<file path="src/rtl/sa_job_sequencer_if.sv">
`default_nettype none
// ============================================================================
//  Module      : sa_job_sequencer_if
//  Description : Handshake bundle between the job sequencer, its host/DMA
//                command source, the operand stream, the systolic-array core
//                and the result sink.
//                slave  modport : the sequencer side
//                master modport : the environment side (host, core, sink)
//  Signals     : cmd_valid/cmd_ready/cmd_k     job command handshake
//                src_valid/src_ready           operand beat handshake
//                core_inpvalid/core_outread    strobes into the core
//                core_rvalid                   per-column result valid
//                sink_valid/sink_ready/sink_idx result vector handshake
//                busy/done/err/perf_cycles     status
//  Revision    : 1.0  initial release
// ============================================================================
interface sa_job_sequencer_if #(
  parameter int ROWS = 8,
  parameter int KW   = 16
);
  localparam int c_iw = (ROWS > 1) ? $clog2(ROWS) : 1;

  logic            cmd_valid;
  logic            cmd_ready;
  logic [KW-1:0]   cmd_k;
  logic            src_valid;
  logic            src_ready;
  logic            core_inpvalid;
  logic [ROWS-1:0] core_rvalid;
  logic            core_outread;
  logic            sink_valid;
  logic            sink_ready;
  logic [c_iw-1:0] sink_idx;
  logic            busy;
  logic            done;
  logic            err;
  logic [31:0]     perf_cycles;

  modport slave (
    input  cmd_valid, cmd_k, src_valid, core_rvalid, sink_ready,
    output cmd_ready, src_ready, core_inpvalid, core_outread,
           sink_valid, sink_idx, busy, done, err, perf_cycles
  );

  modport master (
    output cmd_valid, cmd_k, src_valid, core_rvalid, sink_ready,
    input  cmd_ready, src_ready, core_inpvalid, core_outread,
           sink_valid, sink_idx, busy, done, err, perf_cycles
  );
endinterface
`default_nettype wire

</file>
<file path="src/rtl/sa_job_sequencer.sv">
`default_nettype none
// ============================================================================
//  Module      : sa_job_sequencer
//  Description : Job-level controller in front of the systolic-array core.
//                Accepts one matrix job per command, gates the operand stream
//                into the core, waits for all column buffers to fill, then
//                unloads ROWS result vectors to the sink and pulses done.
//                Operand/result data bypass this block.
//  Ports       : clk   clock, all logic on posedge
//                rstn  asynchronous active-low reset
//                bus   sa_job_sequencer_if.slave (command, operand, core,
//                      sink and status signals)
//  Parameters  : ROWS     array dimension / vectors unloaded per job
//                KW       width of the job depth field cmd_k
//                TIMEOUT  cycles allowed waiting for all-ones core_rvalid
//  Options     : SA_SEQ_PERF_EN  when defined, perf_cycles counts cycles
//                from command handshake to done pulse (both inclusive);
//                otherwise perf_cycles is tied to zero.
//  Revision    : 1.0  initial release
// ============================================================================
module sa_job_sequencer #(
  parameter int ROWS    = 8,
  parameter int KW      = 16,
  parameter int TIMEOUT = 1024
) (
  input  logic                 clk,
  input  logic                 rstn,
  sa_job_sequencer_if.slave    bus
);

  localparam int c_iw = (ROWS > 1) ? $clog2(ROWS) : 1;
  localparam int c_vw = $clog2(ROWS) + 1;
  localparam int c_ww = $clog2(TIMEOUT) + 1;

  localparam logic [c_vw-1:0] c_vec_last  = c_vw'(ROWS - 1);
  localparam logic [c_ww-1:0] c_wait_last = c_ww'(TIMEOUT - 1);

  typedef enum logic [2:0] {
    S_IDLE   = 3'd0,
    S_LOAD   = 3'd1,
    S_DRAIN  = 3'd2,
    S_UNLOAD = 3'd3,
    S_DONE   = 3'd4
  } state_t;

  state_t          r_state;
  logic [KW-1:0]   r_k;
  logic [KW-1:0]   r_beat_cnt;
  logic [c_vw-1:0] r_vec_cnt;
  logic [c_ww-1:0] r_wait_cnt;
  logic            r_cmd_ready;
  logic            r_src_ready;
  logic            r_unload;
  logic            r_busy;
  logic            r_done;
  logic            r_err;

  logic w_all_valid;
  logic w_cmd_fire;
  logic w_src_fire;
  logic w_sink_valid;
  logic w_sink_fire;
  logic w_wait_exp;

  assign w_all_valid  = &bus.core_rvalid;
  assign w_cmd_fire   = bus.cmd_valid & r_cmd_ready;
  assign w_src_fire   = bus.src_valid & r_src_ready;
  // Result vector is only offered while unloading and all columns are full,
  // so a partial core_rvalid never leaks to the sink.
  assign w_sink_valid = r_unload & w_all_valid;
  assign w_sink_fire  = w_sink_valid & bus.sink_ready;
  assign w_wait_exp   = (r_wait_cnt == c_wait_last);

  always_ff @(posedge clk or negedge rstn) begin
    if (!rstn) begin
      r_state     <= S_IDLE;
      r_k         <= '0;
      r_beat_cnt  <= '0;
      r_vec_cnt   <= '0;
      r_wait_cnt  <= '0;
      r_cmd_ready <= 1'b0;
      r_src_ready <= 1'b0;
      r_unload    <= 1'b0;
      r_busy      <= 1'b0;
      r_done      <= 1'b0;
      r_err       <= 1'b0;
    end else begin
      r_done <= 1'b0;
      case (r_state)
        S_IDLE: begin
          // cmd_ready comes up one cycle after reset release.
          r_cmd_ready <= 1'b1;
          if (w_cmd_fire) begin
            r_k         <= bus.cmd_k;
            r_err       <= 1'b0;
            r_beat_cnt  <= '0;
            r_cmd_ready <= 1'b0;
            r_busy      <= 1'b1;
            if (bus.cmd_k == '0) begin
              r_state <= S_DONE;
              r_done  <= 1'b1;
            end else begin
              r_state     <= S_LOAD;
              r_src_ready <= 1'b1;
            end
          end
        end

        S_LOAD: begin
          if (w_src_fire) begin
            r_beat_cnt <= r_beat_cnt + KW'(1);
            if (r_beat_cnt == r_k - KW'(1)) begin
              r_state     <= S_DRAIN;
              r_src_ready <= 1'b0;
              r_wait_cnt  <= '0;
            end
          end
        end

        S_DRAIN: begin
          if (w_all_valid) begin
            r_state    <= S_UNLOAD;
            r_unload   <= 1'b1;
            r_vec_cnt  <= '0;
            r_wait_cnt <= '0;
          end else if (w_wait_exp) begin
            r_state <= S_DONE;
            r_err   <= 1'b1;
            r_done  <= 1'b1;
          end else begin
            r_wait_cnt <= r_wait_cnt + c_ww'(1);
          end
        end

        S_UNLOAD: begin
          if (w_sink_fire) begin
            r_vec_cnt  <= r_vec_cnt + c_vw'(1);
            r_wait_cnt <= '0;
            if (r_vec_cnt == c_vec_last) begin
              r_state  <= S_DONE;
              r_unload <= 1'b0;
              r_done   <= 1'b1;
            end
          end else if (!w_all_valid) begin
            // Only a starved core counts toward timeout; a stalled sink does not.
            if (w_wait_exp) begin
              r_state  <= S_DONE;
              r_unload <= 1'b0;
              r_err    <= 1'b1;
              r_done   <= 1'b1;
            end else begin
              r_wait_cnt <= r_wait_cnt + c_ww'(1);
            end
          end
        end

        S_DONE: begin
          // Raise cmd_ready together with the return to IDLE so the next
          // command can be taken in the cycle right after done.
          r_state     <= S_IDLE;
          r_busy      <= 1'b0;
          r_cmd_ready <= 1'b1;
        end

        default: begin
          r_state <= S_IDLE;
        end
      endcase
    end
  end

  assign bus.cmd_ready     = r_cmd_ready;
  assign bus.src_ready     = r_src_ready;
  assign bus.core_inpvalid = w_src_fire;
  assign bus.core_outread  = w_sink_fire;
  assign bus.sink_valid    = w_sink_valid;
  assign bus.sink_idx      = r_vec_cnt[c_iw-1:0];
  assign bus.busy          = r_busy;
  assign bus.done          = r_done;
  assign bus.err           = r_err;

`ifdef SA_SEQ_PERF_EN
  logic [31:0] r_perf;

  // Handshake cycle loads 1; every following non-IDLE cycle (through DONE)
  // adds one, so the value seen in IDLE covers handshake..done inclusive.
  always_ff @(posedge clk or negedge rstn) begin
    if (!rstn) begin
      r_perf <= '0;
    end else if (w_cmd_fire) begin
      r_perf <= 32'd1;
    end else if (r_state != S_IDLE) begin
      r_perf <= r_perf + 32'd1;
    end
  end

  assign bus.perf_cycles = r_perf;
`else
  assign bus.perf_cycles = 32'd0;
`endif

endmodule
`default_nettype wire

</file>
<file path="src/flat_wrapper.sv">
// flat-port wrapper written by rule: the top's interface ports become plain ports
module sa_job_sequencer_flat 
#(
  parameter int ROWS    = 8,
  parameter int KW      = 16,
  parameter int TIMEOUT = 1024
)
  (clk, rstn, bus_cmd_valid, bus_cmd_k, bus_src_valid, bus_core_rvalid, bus_sink_ready, bus_cmd_ready, bus_src_ready, bus_core_inpvalid, bus_core_outread, bus_sink_valid, bus_sink_idx, bus_busy, bus_done, bus_err, bus_perf_cycles);
  sa_job_sequencer_if #(.ROWS(ROWS), .KW(KW)) bus_i ();
  input  logic clk;
  input  logic rstn;
  input wire logic [$bits(bus_i.cmd_valid)-1:0] bus_cmd_valid;
  input wire logic [$bits(bus_i.cmd_k)-1:0] bus_cmd_k;
  input wire logic [$bits(bus_i.src_valid)-1:0] bus_src_valid;
  input wire logic [$bits(bus_i.core_rvalid)-1:0] bus_core_rvalid;
  input wire logic [$bits(bus_i.sink_ready)-1:0] bus_sink_ready;
  output wire logic [$bits(bus_i.cmd_ready)-1:0] bus_cmd_ready;
  output wire logic [$bits(bus_i.src_ready)-1:0] bus_src_ready;
  output wire logic [$bits(bus_i.core_inpvalid)-1:0] bus_core_inpvalid;
  output wire logic [$bits(bus_i.core_outread)-1:0] bus_core_outread;
  output wire logic [$bits(bus_i.sink_valid)-1:0] bus_sink_valid;
  output wire logic [$bits(bus_i.sink_idx)-1:0] bus_sink_idx;
  output wire logic [$bits(bus_i.busy)-1:0] bus_busy;
  output wire logic [$bits(bus_i.done)-1:0] bus_done;
  output wire logic [$bits(bus_i.err)-1:0] bus_err;
  output wire logic [$bits(bus_i.perf_cycles)-1:0] bus_perf_cycles;
  assign bus_i.cmd_valid = bus_cmd_valid;
  assign bus_i.cmd_k = bus_cmd_k;
  assign bus_i.src_valid = bus_src_valid;
  assign bus_i.core_rvalid = bus_core_rvalid;
  assign bus_i.sink_ready = bus_sink_ready;
  assign bus_cmd_ready = bus_i.cmd_ready;
  assign bus_src_ready = bus_i.src_ready;
  assign bus_core_inpvalid = bus_i.core_inpvalid;
  assign bus_core_outread = bus_i.core_outread;
  assign bus_sink_valid = bus_i.sink_valid;
  assign bus_sink_idx = bus_i.sink_idx;
  assign bus_busy = bus_i.busy;
  assign bus_done = bus_i.done;
  assign bus_err = bus_i.err;
  assign bus_perf_cycles = bus_i.perf_cycles;
  sa_job_sequencer #(.ROWS(ROWS), .KW(KW), .TIMEOUT(TIMEOUT)) u_core (.clk(clk), .rstn(rstn), .bus(bus_i));
endmodule
</file>
<file path="config.mk">
export PLATFORM = sky130hd
export DESIGN_NAME = sa_job_sequencer_flat
export DESIGN_NICKNAME = d
export VERILOG_FILES = /design/src/rtl/sa_job_sequencer_if.sv /design/src/rtl/sa_job_sequencer.sv /design/src/flat_wrapper.sv
export SDC_FILE = /design/constraint.sdc
export NUM_CORES = 1
export LEC_CHECK = 0
export ABC_CLOCK_PERIOD_IN_PS = 2580
export BUFFER_PORTS_ARGS = -buffer_cell sky130_fd_sc_hd__buf_4
export CAP_MARGIN = 20
export CORE_ASPECT_RATIO = 1.2
export CORE_MARGIN = 8
export CORE_UTILIZATION = 50
export CTS_CLUSTER_DIAMETER = 200
export DETAILED_ROUTE_END_ITERATION = 10
export PLACE_DENSITY = 0.77
export SLEW_MARGIN = 25
export SYNTH_ARGS = -nofsm -noshare
export SYNTH_HDL_FRONTEND = slang
export SYNTH_SLANG_ARGS = --single-unit
export TNS_END_PERCENT = 1
</file>
<file path="constraint.sdc">
create_clock -name clk -period 2.58 [get_ports clk]
set_input_delay 0.387 -clock clk [delete_from_list [all_inputs] [get_ports clk]]
set_output_delay 0.387 -clock clk [all_outputs]
set_load 0.01 [all_outputs]
</file>
=== Word level (Yosys, flattened, before mapping) ===
Index checks and enable logic that the tools add are counted.

* $add $sub $neg: 4
* Equality and inequality tests: 17
* Mux-type cells: 50
* Bitwise gates (word level): 4
* Reductions and logical operators: 17

{| class="wikitable"
|+ Operator list
! cell !! number
|-
| $mux 11 || 6
|-
| $pmux 11 s3 || 1
|-
| $mux 16 || 2
|-
| $pmux 16 s2 || 1
|-
| $mux 3 || 9
|-
| $mux 1 || 21
|-
| $add 16x1->16 const B || 1
|-
| $eq 16x16->1 || 1
|-
| $logic_not 16->1 || 1
|-
| $sub 16x1->16 const B || 1
|-
| $reduce_and 5->1 || 3
|-
| $pmux 3 s4 || 1
|-
| $add 11x1->11 const B || 1
|-
| $eq 11x10->1 const B || 1
|-
| $reduce_and 3->1 || 3
|-
| $mux 4 || 2
|-
| $ne 2x2->1 const B || 4
|-
| $pmux 1 s2 || 4
|-
| $pmux 4 s2 || 1
|-
| $reduce_and 8->1 || 1
|-
| $eq 3x2->1 const B || 2
|-
| $ne 2x1->1 const B || 3
|-
| $ne 3x2->1 const B || 2
|-
| $pmux 1 s3 || 2
|-
| other kinds (11) || 18
|}

* Bits in registers: 56
* Logic and storage cells: 103

=== Logic depth before layout (Yosys ltp) ===
Gate-level depths: netlist (run 1).

* Depth after elaboration: 5
* Mapped depth: 10

=== Worst setup path after synthesis (run 1) ===
No wires, ideal clock.

* Path type: flip-flop to flip-flop
* Start: register u_core.r_k[3]
* End: register u_core.r_wait_cnt[6]
* Setup time: 0.127 ns
* Arrival: 2.418 ns
* Required time: 2.453 ns
* Path slack: 0.036 ns
* Stages on the path, launching flop included: 9
* Path buffers: 0
* Cells stage by stage: dfrtp_1 or4_4 nor4_4 mux2_1 mux2i_1 o21ai_2 nand3_4 a211oi_1 o2bb2a_1

* Longest elaborated chain between the ends: 4

{| class="wikitable"
|+ Ends and longest elaborated chain
! what !! RTL line !! RTL
|-
| from (decl) || sa_job_sequencer.sv:47 || <nowiki>logic [KW-1:0] r_k;</nowiki>
|-
| from (signal assigned) || sa_job_sequencer.sv:94 || <nowiki>r_k <= bus.cmd_k;</nowiki>
|-
| $sub 16x1->16 || sa_job_sequencer.sv:112 || <nowiki>if (r_beat_cnt == r_k - KW'(1)) begin</nowiki>
|-
| $eq 16x16->1 || sa_job_sequencer.sv:112 ||
|-
| $ne 2x1->1 (no line) || - ||
|-
| $reduce_and 4->1 (no line) || - ||
|-
| to (signal assigned) || sa_job_sequencer.sv:131 || <nowiki>r_wait_cnt <= r_wait_cnt + c_ww'(1);</nowiki>
|-
| to (signal assigned) || sa_job_sequencer.sv:152 || <nowiki>r_wait_cnt <= r_wait_cnt + c_ww'(1);</nowiki>
|-
| to (decl) || sa_job_sequencer.sv:50 || <nowiki>logic [c_ww-1:0] r_wait_cnt;</nowiki>
|}

Every way passes these cells.
A chain may end at the register's enable or synchronous reset.

=== Worst setup path in the final report (run 1) ===
* Start: register u_core.r_k[5]
* End: register u_core.r_wait_cnt[8]

Same word-level chain as after synthesis.

==> results of run 1 <==
## final cells by class
type	instances	area share
clock buffer	5	0.0165
clock inverter	1	0.00720
inverter	9	0.00810
multi-input combinational	294	0.486
sequential	56	0.336
tap	87	0.0261
timing repair buffer	64	0.120
## cells in the mapped netlist (all sizes together) (2+ instances only)
cell type | count | area, um2
nand2 | 33 | 131
a22o | 6 | 52.6
mux2 | 16 | 180
ha | 4 | 50.1
nor3 | 10 | 50.1
o21ai | 11 | 58.8
xor2 | 17 | 149
dfrtp | 56 | 1400
or3 | 6 | 37.5
nor4b | 4 | 35.0
nor2b | 3 | 18.8
and2 | 4 | 25.0
a21o | 2 | 15.0
a31oi | 10 | 62.6
o22ai | 2 | 12.5
nor4 | 12 | 120
and3 | 5 | 31.3
nand4 | 13 | 81.3
a21oi | 14 | 70.1
nor3b | 2 | 20.0
xnor2 | 13 | 114
nand3 | 11 | 67.6
or2 | 4 | 25.0
nor2 | 33 | 124
o211ai | 2 | 15.0
a211oi | 4 | 35.0
inv | 9 | 33.8
o21a | 2 | 15.0
clkbuf | 8 | 30.0
buf | 35 | 263
o2111ai | 2 | 17.5
## worst max-delay path, stage by stage (launching register included)
cell	delay (ps)
dfrtp_2	430
buf_6	120
nor4_4	280
buf_4	150
xnor2_1	90
a2111oi_2	300
a22oi_2	120
nor4_4	400
nand3_4	190
a211oi_2	290
a2bb2oi_2	140
## sequential cells by signal, summed over array words and instances, names as in the netlist
register              count
u_core.bus.busy           1
u_core.r_vec_cnt          4
u_core.r_unload           1
u_core.r_state            3
u_core.r_wait_cnt        11
u_core.bus.src_ready      1
u_core.r_k               16
u_core.bus.err            1
u_core.bus.cmd_ready      1
u_core.r_beat_cnt        16
u_core.bus.done           1
## stage by stage
step	setup slack, ps	setup TNS [ps]
final	6.65	0
after global placement	35.2	0
after detailed placement	-42.2	-42.2
after floorplan	35.8	0
after global routing	-155	-1120
after CTS	-0.735	-0.735
## worst min path at each step
stage | startpoint | slack, ps | cells after the start | end
5_1_grt | rstn | 200 | 1 | u_core.r_k[9]$_DFFE_PN0P_
4_1_cts | rstn | 150 | 1 | u_core.r_wait_cnt[10]$_DFFE_PN0P_
6_report | rstn | 120 | 1 | u_core.r_k[9]$_DFFE_PN0P_
3_5_place_dp | u_core.r_wait_cnt[9]$_DFFE_PN0P_ | 470 | 1 | u_core.r_wait_cnt[9]$_DFFE_PN0P_
3_3_place_gp | u_core.r_wait_cnt[9]$_DFFE_PN0P_ | 470 | 1 | u_core.r_wait_cnt[9]$_DFFE_PN0P_
2_1_floorplan | rstn | 90 | 0 | u_core.bus.busy$_DFFE_PN0P_
## metal layers
metal	track usage	wire (um)	part of all wire
met5	0	0	0
met4	0.0692	144	0.017
met3	0.0321	334	0.040
met2	0.315	4580	0.54
met1	0.188	3370	0.40
## report_power, final
group | switching, mW | total, mW | internal (mW)
Combinational | 0.725 | 1.47 | 0.749
Clock | 0.266 | 0.545 | 0.279
Sequential | 0.284 | 1.36 | 1.08
Total | 1.28 | 3.38 | 2.11
## cells by family after synthesis
| kind of cell | after synthesis | synth area share |
|---|---|---|
| simple gates | 144 | 0.230 |
| compound gates | 66 | 0.130 |
| flops | 56 | 0.400 |
| buf+inv | 52 | 0.0931 |
| xor+xnor | 30 | 0.0749 |
| mux | 17 | 0.0542 |
| fa+ha+maj | 5 | 0.0171 |
| other cells | 1 | 0.00107 |
## repair_timing
action | 4_1_cts | 5_1_grt
setup buffers | 2 | 5
hold buffers | 0 | 0
pin swaps | 9 | 7
resized for setup | 10 | 16
setup endpoints to repair | 1 | 13
==> out/metrics.cfg, run 1 <==
[status]
outcome=completed

[floorplan]
die_h_um=108
die_width_um=92.4
coreArea_um2=6810
dieArea_um2=9960
start_util=0.515
row_count=33
ios=72

[routing]
wl_per_cell_um=16.3
routed_wl_um=8430
vias=2899
ant_nets=0
viasPerCell=5.62
first_iter_violations=163
drc=0
first_pass_iters=4

[final_layout]
final_common_cell=buf_4
final_util=0.612
multi_input_area_um2=2020
fin_area_um2=4170
nets=463
diodes=0
drive_above_1_share=0.282
fillerInstances=601
layout_common_cells=buf_4, dfrtp_1, nor2_1
regArea_um2=1400
fin_cells=516
area.growth.synth_to_final_pct=18.9

[logic_synthesis]
synth-seq-cells=56
synth_edf_count=0
synth_cells=371
netlist_area_um2=3510
ys.flop_type=dfrtp_1
synth_cell_types=57
yosysSeqAreaShare=0.400
async_reset_ff_frac=1.00
synth_warnings=0
avgSynthCellArea_um2=9.45

[pwr]
vdd_drop_max_mv=0.355
p_leak_nw=1.82
p_per_area_nw_per_um2=812
fin_total_pwr_mw=3.38

[placement]
dp_hpwl_um=6260
gp_congestion=0.885
placed_area_um2=3870
dp.cells=503
numPortBuffers=39

[sta]
fin_hold_ws_ps=120
grt_setup_unrepaired=true
slew_viol_final=0
final_min_period_over_clock_period=0.997
fmax_ghz=0.389
slew_headroom=0.485
post-route-min-period_ps=2570
fin_skew_ps=10.7
setup_viol=0
hold_violations=0
max_slew.worst_pin.slew_ps=773

[worst_setup_path]
critPathCapture=u_core.r_wait_cnt[8]$_DFFE_PN0P_
crit_type=reg2reg
reg2reg_setup_slack_ps=7
cp-start-kind=register
r2r-end=u_core.r_wait_cnt[8]$_DFFE_PN0P_
end_kind=register
worstPathRequired_ps=2820
startpoint=u_core.r_k[5]$_DFFE_PN0P_
reg2reg_depth=10
path_max_fanout=7
reg2reg_from=u_core.r_k[5]$_DFFE_PN0P_
critPathArrivalTime_ps=2820

[clocking]
numCtsBuffers=5
clock_latency_ps=310
clk_pin_slew_ps=100
clockBufferDepth=2
clock-sinks=56
root_buffer=clkbuf_8
cts_tree=built
cts_htree_levels=2

[global_route]
grt_pass1_vias=3017
grt_pass1_wl_um=14000
grtUsageTotal=0.171
antenna_found_initial=0
grt_max_degree=57
overflow=0

[min_path]
min_path_type=in2async

[run]
drv_cap=0

No activity file was read; power rests on OpenSTA's default activity.
==> run 2, diff against run 1 <==
--- a/config.mk
+++ b/config.mk
@@ -14,6 +14,7 @@
 export CTS_CLUSTER_DIAMETER = 200
 export DETAILED_ROUTE_END_ITERATION = 10
 export PLACE_DENSITY = 0.77
+export RECOVER_POWER = 25
 export SLEW_MARGIN = 25
 export SYNTH_ARGS = -nofsm -noshare
 export SYNTH_HDL_FRONTEND = slang
==> run 2 against run 1 <==
Against the previous run: hold slack gained 180 ps; combinational power about the same; die area unchanged; sequential power barely moved; sequential cell count unchanged; sequential share of layout area about the same; register-to-register slack barely moved; clock skew down 1.0 ps; wire length fell by 0.12%; global-route usage is the same; worst setup slack worse by 0.50 ps; final cell count is the same; critical path type unchanged; critical endpoint unchanged; largest cell class unchanged; largest power group unchanged.
==> out/metrics.cfg, run 2 (same netlist as run 1, synthesis figures left out) <==
[status]
outcome=completed

[pwr]
p_leak_nw=1.81  ; about the same
p_per_area_nw_per_um2=812  ; about the same
p_int_mw=2.11  ; about the same
p_switching_mw=1.28  ; about the same
fin_total_pwr_mw=3.38  ; about the same
p_sw_frac=0.377  ; about the same
vdd_drop_max_mv=0.355  ; about the same
comb_power_share=0.436  ; about the same
sequentialPowerShare=0.403  ; about the same
power.clock.fraction=0.161  ; about the same

[clocking]
clockBufferDepth=2  ; unchanged
postCtsHoldBufs=0  ; unchanged
root_buffer=clkbuf_8
cts_htree_levels=2  ; unchanged
clock-sinks=56  ; unchanged
clk_pin_slew_ps=100  ; about the same
cts_tree=built
clock_latency_ps=300  ; about the same
numCtsBuffers=5  ; unchanged

[placement]
placed_area_um2=3870  ; unchanged
pre_cts_slack_ps=-42.2  ; unchanged
dp_hpwl_um=6260  ; unchanged
numPortBuffers=39  ; unchanged
gp_congestion=0.885  ; unchanged

[floorplan]
row_count=33  ; unchanged
die_width_um=92.4  ; unchanged
dieArea_um2=9960  ; unchanged
coreArea_um2=6810  ; unchanged
start_util=0.515  ; unchanged
ios=72  ; unchanged
die_h_um=108  ; unchanged

[final_layout]
final_util=0.612  ; about the same
diodes=0  ; unchanged
final_common_cell=buf_4
drive_above_1_share=0.282  ; unchanged
fillerInstances=602  ; +0.17%
nets=463  ; unchanged
reg.largest.list=u_core.r_beat_cnt x16, u_core.r_k x16, u_core.r_wait_cnt x11
area.growth.synth_to_final_pct=18.8  ; about the same
regArea_um2=1400  ; unchanged
multi_input_area_um2=2020  ; unchanged
fin_area_um2=4170  ; about the same
layout_common_cells=buf_4, dfrtp_1, nor2_1

[sta]
hold_violations=0  ; unchanged
setup_viol=0  ; unchanged
grt_setup_unrepaired=true
fmax_ghz=0.389  ; about the same
post-route-min-period_ps=2570  ; +0.501 ps
max_slew.worst_pin.slew_ps=1390  ; +622 ps
fin_skew_ps=9.67  ; -1.05 ps
final_min_period_over_clock_period=0.998  ; about the same
slew_headroom=0.0700  ; -0.415
post-route-worst-setup-slack_ps=6.15  ; -0.501 ps
setup_tns_ps=0  ; unchanged
slew_viol_final=0  ; unchanged

[global_route]
grt_max_degree=57  ; unchanged
grt_pass1_wl_um=14000  ; unchanged
grtUsageTotal=0.171  ; unchanged
antenna_found_initial=0  ; unchanged
grt_pass1_vias=3017  ; unchanged
overflow=0  ; unchanged

[worst_setup_path]
crit_type=reg2reg
critPathArrivalTime_ps=2820  ; about the same
cp-start-kind=register
worstPathRequired_ps=2820  ; about the same
end_kind=register
path_max_fanout=7  ; unchanged
reg2reg_depth=10  ; unchanged

[routing]
ant_nets=0  ; unchanged
vias=2893  ; -0.21%
first_pass_iters=4  ; unchanged
first_iter_violations=163  ; unchanged
routed_wl_um=8420  ; -0.12%
drc=0  ; unchanged
wl_per_cell_um=16.3  ; -0.12%
viasPerCell=5.61  ; -0.21%

[run]
drv_cap=0  ; unchanged

[min_path]
min_path_type=in2reg
hold-path-cell-count=3

-- run 2: cell types whose count changed in the layout (fill, tap and decap cells not counted), sizes merged --
cell / delta
buf: -1
clkbuf: +1
-- run 2: cell type report --
type | instances | share of cell area
clock buffers | 5 | 0.0165
clock inverters | 1 | 0.00721
inverters | 9 | 0.00811
multi-input cells | 294 | 0.486
flip-flops and latches | 56 | 0.337
well taps | 87 | 0.0261
repair buffers | 64 | 0.120
-- run 2: stage by stage --
step / hold slack, ps / std cells
floorplan: 91.4 / 402
global placement: 467 / 503
detailed placement: 473 / 503
CTS: 149 / 511
global route: 311 / 516
finish: 296 / 516
-- run 2: worst max-delay path, cell delays in order, from the launching register on --
cell       delay (ps)
dfrtp_2           430
buf_6             120
nor4_4            280
buf_4             150
xnor2_1            90
a2111oi_2         300
a22oi_2           120
nor4_4            390
nand3_4           190
a211oi_2          290
a2bb2oi_2         140
-- run 2: power by group through the flow --
stage	clock [mW]	sequential (mW)	combinational [mW]
after global placement	0	1.35	1.23
after CTS	0.560	1.35	1.32
after floorplan	0	1.32	0.903
after global routing	0.587	1.39	1.62
after detailed placement	0	1.36	1.27
final	0.545	1.36	1.47
-- run 2: timing repair --
item | in CTS | in global routing
endpoints found under the hold margin | 0 | 0
buffers inserted | 2 | 5
pin swaps | 9 | 7
gates resized for setup | 10 | 16
setup endpoints to repair | 1 | 13
-- run 2: worst paths after layout --
kind / from / end / slack [ps]
worst max-delay path: u_core.r_k[5]$_DFFE_PN0P_ / u_core.r_wait_cnt[8]$_DFFE_PN0P_ / 6
worst min-delay path: bus_cmd_k[1] / u_core.r_k[1]$_DFFE_PN0P_ / 300
max in group asynchronous: rstn / u_core.r_k[5]$_DFFE_PN0P_ / 1250
worst min register to register: u_core.r_wait_cnt[9]$_DFFE_PN0P_ / u_core.r_wait_cnt[9]$_DFFE_PN0P_ / 510
worst max register to register: u_core.r_k[5]$_DFFE_PN0P_ / u_core.r_wait_cnt[8]$_DFFE_PN0P_ / 6
min in group asynchronous: rstn / u_core.r_k[9]$_DFFE_PN0P_ / 390
-- run 2: layer usage --
metal  GRT usage  vias to the layer above  routed length (um)
met3      0.0321                       14                 328
met5           0                        -                   0
met1       0.188                     1414                3380
met4      0.0692                        0                 145
li1            -                     1386                   -
met2       0.315                       79                4560
